<file path="src/rtl/alu_status_handler_pkg.sv">
// Shared definitions for the ALU status / exception handler slice.
//   - FSM state encoding
//   - exception cause codes
//   - ALU_status and exc_mask bit positions
//   - fixed exception handler vector
package alu_status_handler_pkg;

  typedef enum logic [1:0] {
    ST_IDLE    = 2'd0,
    ST_REQ     = 2'd1,
    ST_HANDLER = 2'd2
  } state_t;

  localparam logic [3:0] CAUSE_NONE     = 4'd0;
  localparam logic [3:0] CAUSE_ODD      = 4'd4;
  localparam logic [3:0] CAUSE_OVERFLOW = 4'd12;
  localparam logic [3:0] CAUSE_DIV_ZERO = 4'd15;

  // ALU_status bit positions
  localparam int unsigned STAT_ZERO     = 7;
  localparam int unsigned STAT_OVERFLOW = 6;
  localparam int unsigned STAT_CARRY    = 5;
  localparam int unsigned STAT_NEGATIVE = 4;
  localparam int unsigned STAT_ODD      = 3;
  localparam int unsigned STAT_DIV_ZERO = 2;

  // exc_mask bit positions
  localparam int unsigned MASK_DIV_ZERO = 2;
  localparam int unsigned MASK_OVERFLOW = 1;
  localparam int unsigned MASK_ODD      = 0;

  // Bits [1:0] of ALU_status are unused and never accumulated.
  localparam logic [7:0] STICKY_MASK = 8'hFC;

  localparam logic [31:0] HANDLER_VECTOR = 32'h0000_0080;

endpackage

</file>
<file path="src/rtl/alu_status_handler_cause_encoder.sv">
// alu_cause_encoder: combinational trap detection and cause priority.
//   status_valid : flags are meaningful this cycle
//   div_zero     : ALU divide-by-zero flag
//   overflow     : ALU overflow flag
//   odd_result   : ALU odd-result flag
//   exc_mask     : per-trap enables ([2] div-zero, [1] overflow, [0] odd)
//   trap         : an enabled trap condition is present
//   cause_code   : highest-priority enabled cause, CAUSE_NONE when no trap
module alu_cause_encoder
  import alu_status_handler_pkg::*;
(
  input  logic       status_valid,
  input  logic       div_zero,
  input  logic       overflow,
  input  logic       odd_result,
  input  logic [2:0] exc_mask,
  output logic       trap,
  output logic [3:0] cause_code
);

  logic dz_en;
  logic ov_en;
  logic odd_en;

  always_comb begin
    dz_en  = status_valid & div_zero   & exc_mask[MASK_DIV_ZERO];
    ov_en  = status_valid & overflow   & exc_mask[MASK_OVERFLOW];
    odd_en = status_valid & odd_result & exc_mask[MASK_ODD];
    trap   = dz_en | ov_en | odd_en;

    cause_code = CAUSE_NONE;
    if (dz_en)       cause_code = CAUSE_DIV_ZERO;
    else if (ov_en)  cause_code = CAUSE_OVERFLOW;
    else if (odd_en) cause_code = CAUSE_ODD;
  end

endmodule

</file>
<file path="src/rtl/alu_status_handler.sv">
// alu_status_handler: turns enabled ALU status flags into a precise
// exception request and tracks sticky flags / exception statistics.
//   clk, rst      : clock, synchronous active-high reset
//   status_valid  : ALU_status / ALU_ctrl / PC_current valid this cycle
//   ALU_status    : ALU flags (zero, ovf, carry, neg, odd, div0, -, -)
//   ALU_ctrl      : ALU op of the flagged result
//   PC_current    : PC of the instruction producing the result
//   exc_mask      : trap enables ([2] div-zero, [1] overflow, [0] odd)
//   exc_ack       : controller accepts the pending exception
//   eret          : handler finished
//   flags_clear   : clear sticky flags
//   exc_req       : exception pending (state REQ)
//   stall         : high in REQ and HANDLER
//   handler_PC    : constant handler vector
//   EPC, cause    : PC and cause code of the excepting instruction
//   flags_sticky  : OR-accumulated ALU flags ([1:0] always 0)
//   last_ctrl     : ALU_ctrl of the excepting instruction
//   exc_count     : saturating count of taken exceptions
module alu_status_handler
  import alu_status_handler_pkg::*;
(
  input  logic        clk,
  input  logic        rst,
  input  logic        status_valid,
  input  logic [7:0]  ALU_status,
  input  logic [3:0]  ALU_ctrl,
  input  logic [31:0] PC_current,
  input  logic [2:0]  exc_mask,
  input  logic        exc_ack,
  input  logic        eret,
  input  logic        flags_clear,
  output logic        exc_req,
  output logic        stall,
  output logic [31:0] handler_PC,
  output logic [31:0] EPC,
  output logic [3:0]  cause,
  output logic [7:0]  flags_sticky,
  output logic [3:0]  last_ctrl,
  output logic [7:0]  exc_count
);

  state_t     state;
  logic       trap;
  logic [3:0] cause_code;
  logic [7:0] sticky_base;

  alu_cause_encoder u_cause_encoder (
    .status_valid (status_valid),
    .div_zero     (ALU_status[STAT_DIV_ZERO]),
    .overflow     (ALU_status[STAT_OVERFLOW]),
    .odd_result   (ALU_status[STAT_ODD]),
    .exc_mask     (exc_mask),
    .trap         (trap),
    .cause_code   (cause_code)
  );

  assign handler_PC = HANDLER_VECTOR;

  // Clear takes effect before accumulation, so a same-cycle valid
  // status lands in an already-cleared register.
  always_comb begin
    sticky_base = flags_clear ? '0 : flags_sticky;
  end

  always_ff @(posedge clk) begin
    if (rst) begin
      state        <= ST_IDLE;
      exc_req      <= 1'b0;
      stall        <= 1'b0;
      EPC          <= '0;
      cause        <= CAUSE_NONE;
      flags_sticky <= '0;
      last_ctrl    <= '0;
      exc_count    <= '0;
    end else begin
      flags_sticky <= status_valid ? (sticky_base | (ALU_status & STICKY_MASK))
                                   : sticky_base;

      unique case (state)
        ST_IDLE: begin
          if (trap) begin
            state     <= ST_REQ;
            exc_req   <= 1'b1;
            stall     <= 1'b1;
            EPC       <= PC_current;
            last_ctrl <= ALU_ctrl;
            cause     <= cause_code;
            if (exc_count != '1) exc_count <= exc_count + 8'd1;
          end
        end
        ST_REQ: begin
          if (exc_ack) begin
            state   <= ST_HANDLER;
            exc_req <= 1'b0;
          end
        end
        ST_HANDLER: begin
          if (eret) begin
            state <= ST_IDLE;
            stall <= 1'b0;
            cause <= CAUSE_NONE;
          end
        end
        default: begin
          state   <= ST_IDLE;
          exc_req <= 1'b0;
          stall   <= 1'b0;
        end
      endcase
    end
  end

endmodule
</file>
<file path="config.mk">
export PLATFORM = sky130hd
export DESIGN_NAME = alu_status_handler
export DESIGN_NICKNAME = d
export VERILOG_FILES = /design/src/rtl/alu_status_handler_pkg.sv /design/src/rtl/alu_status_handler_cause_encoder.sv /design/src/rtl/alu_status_handler.sv
export SDC_FILE = /design/constraint.sdc
export NUM_CORES = 1
export LEC_CHECK = 0
export CORE_MARGIN = 5
export CORE_UTILIZATION = 40
export DETAILED_ROUTE_END_ITERATION = 7
export HOLD_SLACK_MARGIN = 0.1
export PLACE_DENSITY = 0.86
export REMOVE_ABC_BUFFERS = 1
export SLEW_MARGIN = 20
export SYNTH_ARGS = -nofsm -noshare
export SYNTH_HDL_FRONTEND = slang
export SYNTH_SLANG_ARGS = --single-unit
export TNS_END_PERCENT = 30
</file>
<file path="constraint.sdc">
create_clock -name clk -period 3 [get_ports clk]
set_input_delay 0.3 -clock clk [delete_from_list [all_inputs] [get_ports clk]]
set_output_delay 0.3 -clock clk [all_outputs]
set_load 0.005 [all_outputs]
</file>
==> impl_metrics.ini, run 1 <==
[synth]
avgSynthCellArea_um2 = 8.15
synth_top_area_share_pct = 47.3
ys_types = 37
yosys.area.top_type = dfxtp_1
async_flop_share_pct = 0
ys_warn_count = 0
netlist_area_mm2 = 0.00241
synthCells = 296
yosysMostFrequentCell = nand2_1
ys_seq_area_share_pct = 47.3
synth_edf_count = 0
synth_common_cells = nand2_1, dfxtp_1, a21oi_1
synthTopCellsByArea = dfxtp_1, nand2_1, buf_4, a21oi_1, a22oi_1
yosys_most_used_dff = dfxtp_1
synth_seq_cells = 57

[floorplanning]
fp-row-count = 28
dieHeight_um = 87.7
ios = 143
die_x_um = 87.7
die_area_mm2 = 0.00769
core_mm2 = 0.00589
initial_utilization_pct = 41.0

[routing]
ant_nets = 0
wl_per_cell_um = 13.2
drc = 0
drt_iter0_drc = 53
vias_per_cell = 4.69
via_count = 2244
drt-total-wl_mm = 6.30
firstDrtPassIters = 4

[worst_hold_path]
hold_path_class = reg -> reg

[placement]
pre_cts_ws_ns = 0.602
dp.cells = 463
routabilityCongestion = 0.803
dp_hpwl_mm = 4.60
numPortBuffers = 106
dpl_cell_area_mm2 = 0.00338

[global_routing]
antenna_found_initial = 0
grt_overflow = 0
grt_pass1_vias = 2126
grt_pass1_wl_mm = 9.67
grt_max_degree = 50
grt_usage_pct = 15.7

[finish]
fin_cells = 478
fin_nets = 453
diodes = 0
final_area_mm2 = 0.00354
syn_to_final_growth_pct = 46.7
fin_util_pct = 60.2
layout-drive-gt1-share_pct = 5.46

[sta]
hold_viol_final = 0
slew_viol_final = 0
tightest_slew_ns = 0.903
fmax_mhz = 481
fin_crit_sh_pct = 69.3
slew_headroom_pct = 39.8
min_period_ns = 2.08
fin_hold_ws_ns = 0.453
setup_viol = 0
fin_ws_ns = 0.921
finalSetupTns_ns = 0
clock_skew_ns = 0.00771
rsz0062_at_grt = false

[worst_setup_path]
timing_worst_setup_path_type = in -> reg
endpoint_kind = register
critPathMaxFanout = 11
cp_data_arrival_time_ns = 2.29
required_ns = 3.21
start_kind = primary input

[clock_tree]
cts_root_buffer = clkbuf_8
clockBufferDepth = 2
cts_max_level = 3
clkSinkCount = 57
cts.clk_slew.worst_paths_ns = 0.06
clkLatencyLatePin_ns = 0.32
cts_resized = 0
numCtsBuffers = 9
post_cts.repair.setup_buffers = 0
cts_tree = built
holdBufCountCts = 0

[power_and_ir_drop]
leakage_nw = 1.36
powerDensity_mw_per_mm2 = 485
ir_drop_v = 0.000243
p_total_mw = 1.72

[job]
cap_violations = 0

[status]
outcome = finished, final reports clean
report_power, final:
part	total (mW)	internal (mW)	switching, mW	leakage (nW)
sequential	0.829	0.802	0.0269	0.466
clock	0.589	0.315	0.274	0.0822
combinational	0.298	0.172	0.126	0.811
total	1.72	1.29	0.428	1.36
final timing paths:
kind | from | to | slack [ns] | cells after the start
hold / removal | EPC[23] | EPC[23] | 0.45 | 2
setup reg to reg | state[0] | exc_count[5] | 1.19 | 4
hold reg to reg | EPC[23] | EPC[23] | 0.45 | 2
setup / recovery | status_valid | exc_count[5] | 0.92 | 5
metal layers:
metal	routed length, um	GRT usage, %	up-vias
met1	2630	17.9	1022
met2	3020	28.1	93
li1	-	-	1120
met5	0	0	-
met3	571	4.23	9
met4	81	5.58	0
cells by family after synthesis:
logic type	share of synthesized area, %
simple gates	21.2
compound gates	15.1
buf+inv	14.9
flops	47.3
other cells	0.311
xor+xnor	0.363
mux	0.415
fa+ha+maj	0.518
state kept, by name, indices dropped and copies added (netlist names):
name	count
stall	1
state	2
EPC	32
cause	3
exc_req	1
flags_sticky	6
last_ctrl	4
exc_count	8
cell type report:
| cell class | count | area (um^2) |
|---|---|---|
| Fill cell | 545 | 2340 |
| Clock buffer | 12 | 145 |
| Tap cell | 75 | 93.8 |
| Timing Repair Buffer | 110 | 1100 |
| Multi-Input combinational cell | 218 | 1030 |
| Inverter | 3 | 11.3 |
| Sequential cell | 57 | 1140 |
| Clock inverter | 3 | 17.5 |
worst max-delay path, stage by stage:
cell and delay [ns]:
clkdlybuf4s50_1 0.64, or3b_4 0.45, a211o_1 0.40, o31a_2 0.32, o21ba_1 0.17
placed cells by master (no fill, tap or decap), types with 2 or more instances in the layout:
master / n
a22oi_1: 7
nand3_1: 6
buf_4: 3
nor2_1: 14
or3_1: 4
clkinv_2: 2
o21ai_0: 5
clkbuf_8: 10
nand3b_1: 3
inv_1: 3
clkbuf_1: 2
a21oi_1: 44
nor4_1: 2
clkdlybuf4s50_1: 105
dfxtp_1: 57
conb_1: 34
nand2_1: 78
(Power assumes the default switching activity.)
==> run 2: changes to the inputs <==
--- a/config.mk
+++ b/config.mk
@@ -6,10 +6,10 @@
 export NUM_CORES = 1
 export LEC_CHECK = 0
 export CORE_MARGIN = 5
-export CORE_UTILIZATION = 40
+export CORE_UTILIZATION = 37
 export DETAILED_ROUTE_END_ITERATION = 7
 export HOLD_SLACK_MARGIN = 0.1
-export PLACE_DENSITY = 0.86
+export PLACE_DENSITY = 0.8
 export REMOVE_ABC_BUFFERS = 1
 export SLEW_MARGIN = 20
 export SYNTH_ARGS = -nofsm -noshare
==> constraint.sdc (replaced) <==
create_clock -name clk -period 1.93 [get_ports clk]
set_input_delay 0.193 -clock clk [delete_from_list [all_inputs] [get_ports clk]]
set_output_delay 0.193 -clock clk [all_outputs]
set_load 0.005 [all_outputs]
==> run 2 against run 1 <==
Compared with the run above: die area is 7.2% higher; power is 65% higher; sequential cell count stayed put; register-to-register slack worse by 1.1 ns; largest cell class is now buffers; final area is 4.0% higher; worst hold slack worse by 0.29 ns.
==> impl_metrics.ini, run 2 (synthesized netlist as in run 1, its figures left out) <==
[status]
outcome = finished, final reports clean

[job]
cap_violations = 0

[power_and_ir_drop]
leakage_nw = 1.45
internal_power_mw = 2.14
ir_drop_v = 0.000636
switching_share_pct = 24.4
powerDensity_mw_per_mm2 = 769
p_clk_share_pct = 37.0
p_total_mw = 2.83
p_sw_mw = 0.691
power_frac_comb_pct = 17.6
sequentialPowerShare_pct = 45.3

[clock_tree]
cts.clk_slew.worst_paths_ns = 0.06
cts_resized = 0
holdBufCountCts = 0
cts_max_level = 3
clkSinkCount = 57
clkLatencyLatePin_ns = 0.32
cts_root_buffer = clkbuf_8
numCtsBuffers = 9
cts_tree = built
post_cts.repair.setup_buffers = 0
clockBufferDepth = 2

[worst_setup_path]
cp_data_arrival_time_ns = 2.00
slowest_stage = a211o_1
critPathMaxFanout = 11
endpoint_kind = register
timing_worst_setup_path_type = reg -> reg
cpLargestDelayFamily = compound AO/OA/AOI/OAI gates
max_stage_delay_ns = 0.41
cp_cell_sequence = ha_1 -> and3_1 -> a211o_1 -> o31a_2 -> o21ba_1
crit_buf_inv = 0
start_kind = register
required_ns = 2.14

[placement]
dpl_cell_area_mm2 = 0.00349
pre_cts_ws_ns = -0.136
dp_hpwl_mm = 4.71
routabilityCongestion = 0.799
numPortBuffers = 106

[routing]
via_count = 2304
ant_nets = 0
drt-total-wl_mm = 6.53
drc = 0
wl_per_cell_um = 13.2
vias_per_cell = 4.66
firstDrtPassIters = 4
drt_iter0_drc = 81

[finish]
diodes = 0
n_fill_cell = 587
final_area_mm2 = 0.00368
reg.largest.list = EPC x32, exc_count x8, flags_sticky x6
largest-register = EPC
mostFrequentLayoutCell = clkdlybuf4s50_1
largest_reg_flops = 32
final_cell_mix = clkdlybuf4s50_1, nand2_1, dfxtp_1
layout-drive-gt1-share_pct = 8.87
fin_nets = 466
syn_to_final_growth_pct = 52.6

[sta]
fmax_mhz = 556
rsz0062_at_grt = false
clock_skew_ns = 0.00849
fin_ws_ns = 0.132
finalSetupTns_ns = 0
setup_viol = 0
slew_viol_final = 0
hold_viol_final = 0
fin_crit_sh_pct = 93.2
fin_hold_ws_ns = 0.168
min_period_ns = 1.80

[global_routing]
grt_overflow = 0
grt_pass1_vias = 2223
antenna_found_initial = 0
grt_pass1_wl_mm = 10.7
grt_max_degree = 37
grt_usage_pct = 15.6

[floorplanning]
ios = 143
die_area_mm2 = 0.00824
fp-row-count = 29
initial_utilization_pct = 38.0
core_mm2 = 0.00635
die_x_um = 90.8
dieHeight_um = 90.8

[worst_hold_path]
hold_path_class = in -> reg
## run 2: worst paths after layout
| check | depth (start not counted) | slack (ns) | end | start |
|---|---|---|---|---|
| max reg2reg | 5 | 0.13 | exc_count[5] | exc_count[1] |
| min reg2reg | 2 | 0.45 | EPC[1] | EPC[1] |
| min | 2 | 0.17 | exc_count[5] | rst |
| max | 5 | 0.13 | exc_count[5] | exc_count[1] |
## run 2: final cells by class
cell class	count	area [um^2]	share of cell area [%]
clock inverter	2	10.0	0.272
multi-input combinational	218	1030	28.1
inverter	3	11.3	0.306
timing repair buffer	123	1210	32.8
sequential	57	1140	31.0
tap	77	96.3	2.62
clock buffer	14	183	4.96
## run 2: per-stage QoR
| step | std cells | utilization (%) |
|---|---|---|
| 6_report | 494 | 58.0 |
| 4_1_cts | 494 | 58.0 |
| 3_5_place_dp | 478 | 55.0 |
| 2_1_floorplan | 278 | - |
| 3_3_place_gp | 478 | 55.0 |
| 5_1_grt | 494 | 58.0 |
## run 2: metal layers
| layer | global-route usage (%) | routed length (um) |
|---|---|---|
| met1 | 18.3 | 2680 |
| met2 | 26.3 | 3210 |
| met3 | 6.50 | 604 |
| met4 | 3.60 | 38 |
| met5 | 0 | 0 |
## run 2: power by group through the flow
stage / combinational (mW) / clock [mW] / sequential (mW)
3_3_place_gp: 0.492 / 0 / 1.31
4_1_cts: 0.504 / 1.08 / 1.29
3_5_place_dp: 0.500 / 0 / 1.31
2_1_floorplan: 0.149 / 0 / 1.32
6_report: 0.499 / 1.05 / 1.29
5_1_grt: 0.549 / 1.14 / 1.29
==> run 3: changes to the inputs <==
--- a/config.mk
+++ b/config.mk
@@ -11,6 +11,7 @@
 export HOLD_SLACK_MARGIN = 0.1
 export PLACE_DENSITY = 0.8
 export REMOVE_ABC_BUFFERS = 1
+export SETUP_SLACK_MARGIN = 0.5
 export SLEW_MARGIN = 20
 export SYNTH_ARGS = -nofsm -noshare
 export SYNTH_HDL_FRONTEND = slang
==> constraint.sdc (replaced) <==
create_clock -name clk -period 1.85 [get_ports clk]
set_input_delay 0.185 -clock clk [delete_from_list [all_inputs] [get_ports clk]]
set_output_delay 0.185 -clock clk [all_outputs]
set_load 0.005 [all_outputs]
==> run 3 against run 2 <==
Compared with the run above: routed wire length up 16%; register-to-register slack better by 0.11 ns; critical path depth down 1; non-clock buffer count up 19; sequential share of layout area down 3.5 points; critical endpoint unchanged; largest cell class unchanged.
==> impl_metrics.ini, run 3 (synthesized netlist as in run 1, its figures left out) <==
[power_and_ir_drop]
ir_drop_v = 0.000545
powerDensity_mw_per_mm2 = 728
leakage_nw = 1.70
p_total_mw = 3.04

[worst_setup_path]
endpoint_kind = register
r2r_start = state[0]
critPathMaxFanout = 6
timing_worst_setup_path_type = reg -> reg
required_ns = 2.08
start_kind = register
cp_data_arrival_time_ns = 1.83
r2r_end = exc_count[5]
worstRegToRegCells = 4
reg2reg_slack_ns = 0.24

[clock_tree]
cts_tree = built
clkSinkCount = 57
cts_root_buffer = clkbuf_8
cts.clk_slew.worst_paths_ns = 0.06
numCtsBuffers = 9
cts_max_level = 3
clkLatencyLatePin_ns = 0.33
clockBufferDepth = 2

[routing]
wl_per_cell_um = 14.8
drc = 0
ant_nets = 0
firstDrtPassIters = 4
vias_per_cell = 4.88
drt_iter0_drc = 67
drt-total-wl_mm = 7.59
via_count = 2497

[placement]
dp.cells = 481
routabilityCongestion = 0.823
pre_cts_ws_ns = -0.209
numPortBuffers = 106
dp_hpwl_mm = 4.68

[floorplanning]
fp-row-count = 29
core_mm2 = 0.00635
die_area_mm2 = 0.00824
dieHeight_um = 90.8
ios = 143
die_x_um = 90.8
initial_utilization_pct = 38.0

[worst_hold_path]
min_to = flags_sticky[6]
hold_path_class = in -> reg
min-delay-start = ALU_status[6]
hold_depth = 4

[job]
cap_violations = 0

[sta]
slew_headroom_pct = 51.4
rsz0062_at_grt = true
clock_skew_ns = 0.00523
fin_hold_ws_ns = 0.390
tightest_slew_ns = 0.730
fin_ws_ns = 0.241
hold_viol_final = 0
min_period_ns = 1.61
setup_viol = 0
slew_viol_final = 0
fmax_mhz = 622
fin_crit_sh_pct = 87.0

[finish]
syn_to_final_growth_pct = 73.1
n_fill_cell = 528
fin_nets = 486
layout-drive-gt1-share_pct = 22.8
largest_reg_flops = 32
final_cell_mix = clkdlybuf4s50_1, nand2_1, dfxtp_1
fin_cells = 512
largest-register = EPC
reg.largest.list = EPC x32, exc_count x8, flags_sticky x6
diodes = 0
fin_util_pct = 65.8
mostFrequentLayoutCell = clkdlybuf4s50_1

[global_routing]
use_met3_pct = 4.83
grt_util_met2_pct = 29.2
grt-busiest-layer = met2
grt_pass1_wl_mm = 11.6
use_met1_pct = 20.2
grt_usage_pct = 17.3
grt_pass1_vias = 2419
grt_overflow = 0
antenna_found_initial = 0
grt_max_degree = 35

[status]
outcome = finished, final reports clean
-- run 3: cell count changes in the layout (fill, tap and decap cells not counted), sizes merged --
| cell | delta |
|---|---|
| a211o | +1 |
| buf | +15 |
| bufbuf | +1 |
| clkbuf | +3 |
| clkdlybuf4s50 | -8 |
| clkinv | -2 |
| dlygate4sd2 | +7 |
| dlymetal6s2s | +1 |
-- run 3: power breakdown --
group,total (mW),internal (mW),switching [mW],leakage (nW)
Combinational,0.704,0.414,0.290,1.15
Sequential,1.34,1.30,0.0388,0.469
Clock,0.998,0.546,0.452,0.0826
Total,3.04,2.26,0.781,1.70
-- run 3: layout make-up --
type | count | area [um^2] | share of cell area, %
Timing Repair Buffer | 142 | 1490 | 35.6
Multi-Input combinational cell | 219 | 1270 | 30.4
Sequential cell | 57 | 1150 | 27.5
Clock buffer | 14 | 163 | 3.89
Tap cell | 77 | 96.3 | 2.31
Inverter | 3 | 11.3 | 0.270
-- run 3: stage by stage --
| stage | setup TNS (ns) | instance area (um^2) |
|---|---|---|
| global placement | -0.736 | 3530 |
| finish | 0 | 4180 |
| CTS | 0 | 3930 |
| floorplan | -3.52 | 2190 |
| global route | 0 | 4180 |
| detailed placement | -1.36 | 3530 |
-- run 3: worst max path at each step --
stage,startpoint,endpoint,cells after the start
6_report,state[0],exc_count[5],4
5_1_grt,state[0],EPC[2],7
4_1_cts,state[1],exc_count[5],4
3_5_place_dp,status_valid,exc_count[5],5
3_3_place_gp,status_valid,exc_count[5],5
2_1_floorplan,ALU_status[3],exc_count[2],4
-- run 3: per-layer routing --
metal / up-vias / wire length (um)
met1: 1170 / 3110
met2: 112 / 3750
li1: 1201 / -
met5: - / 0
met4: 0 / 104
met3: 14 / 626
-- run 3: timing repair --
item / 4_1_cts / 5_1_grt
hold buffers: 0 / 0
cloned: 5 / 2
pin swaps: 11 / 26
setup buffers: 8 / 2
endpoints found under the setup margin: 102 / 102
resized for setup: 28 / 52
-- run 3: critical path: stages (launching register included) --
cell and delay [ns]:
dfxtp_2 0.32, or3b_4 0.41, a211o_4 0.31, o31a_2 0.29
o21ba_1 0.17
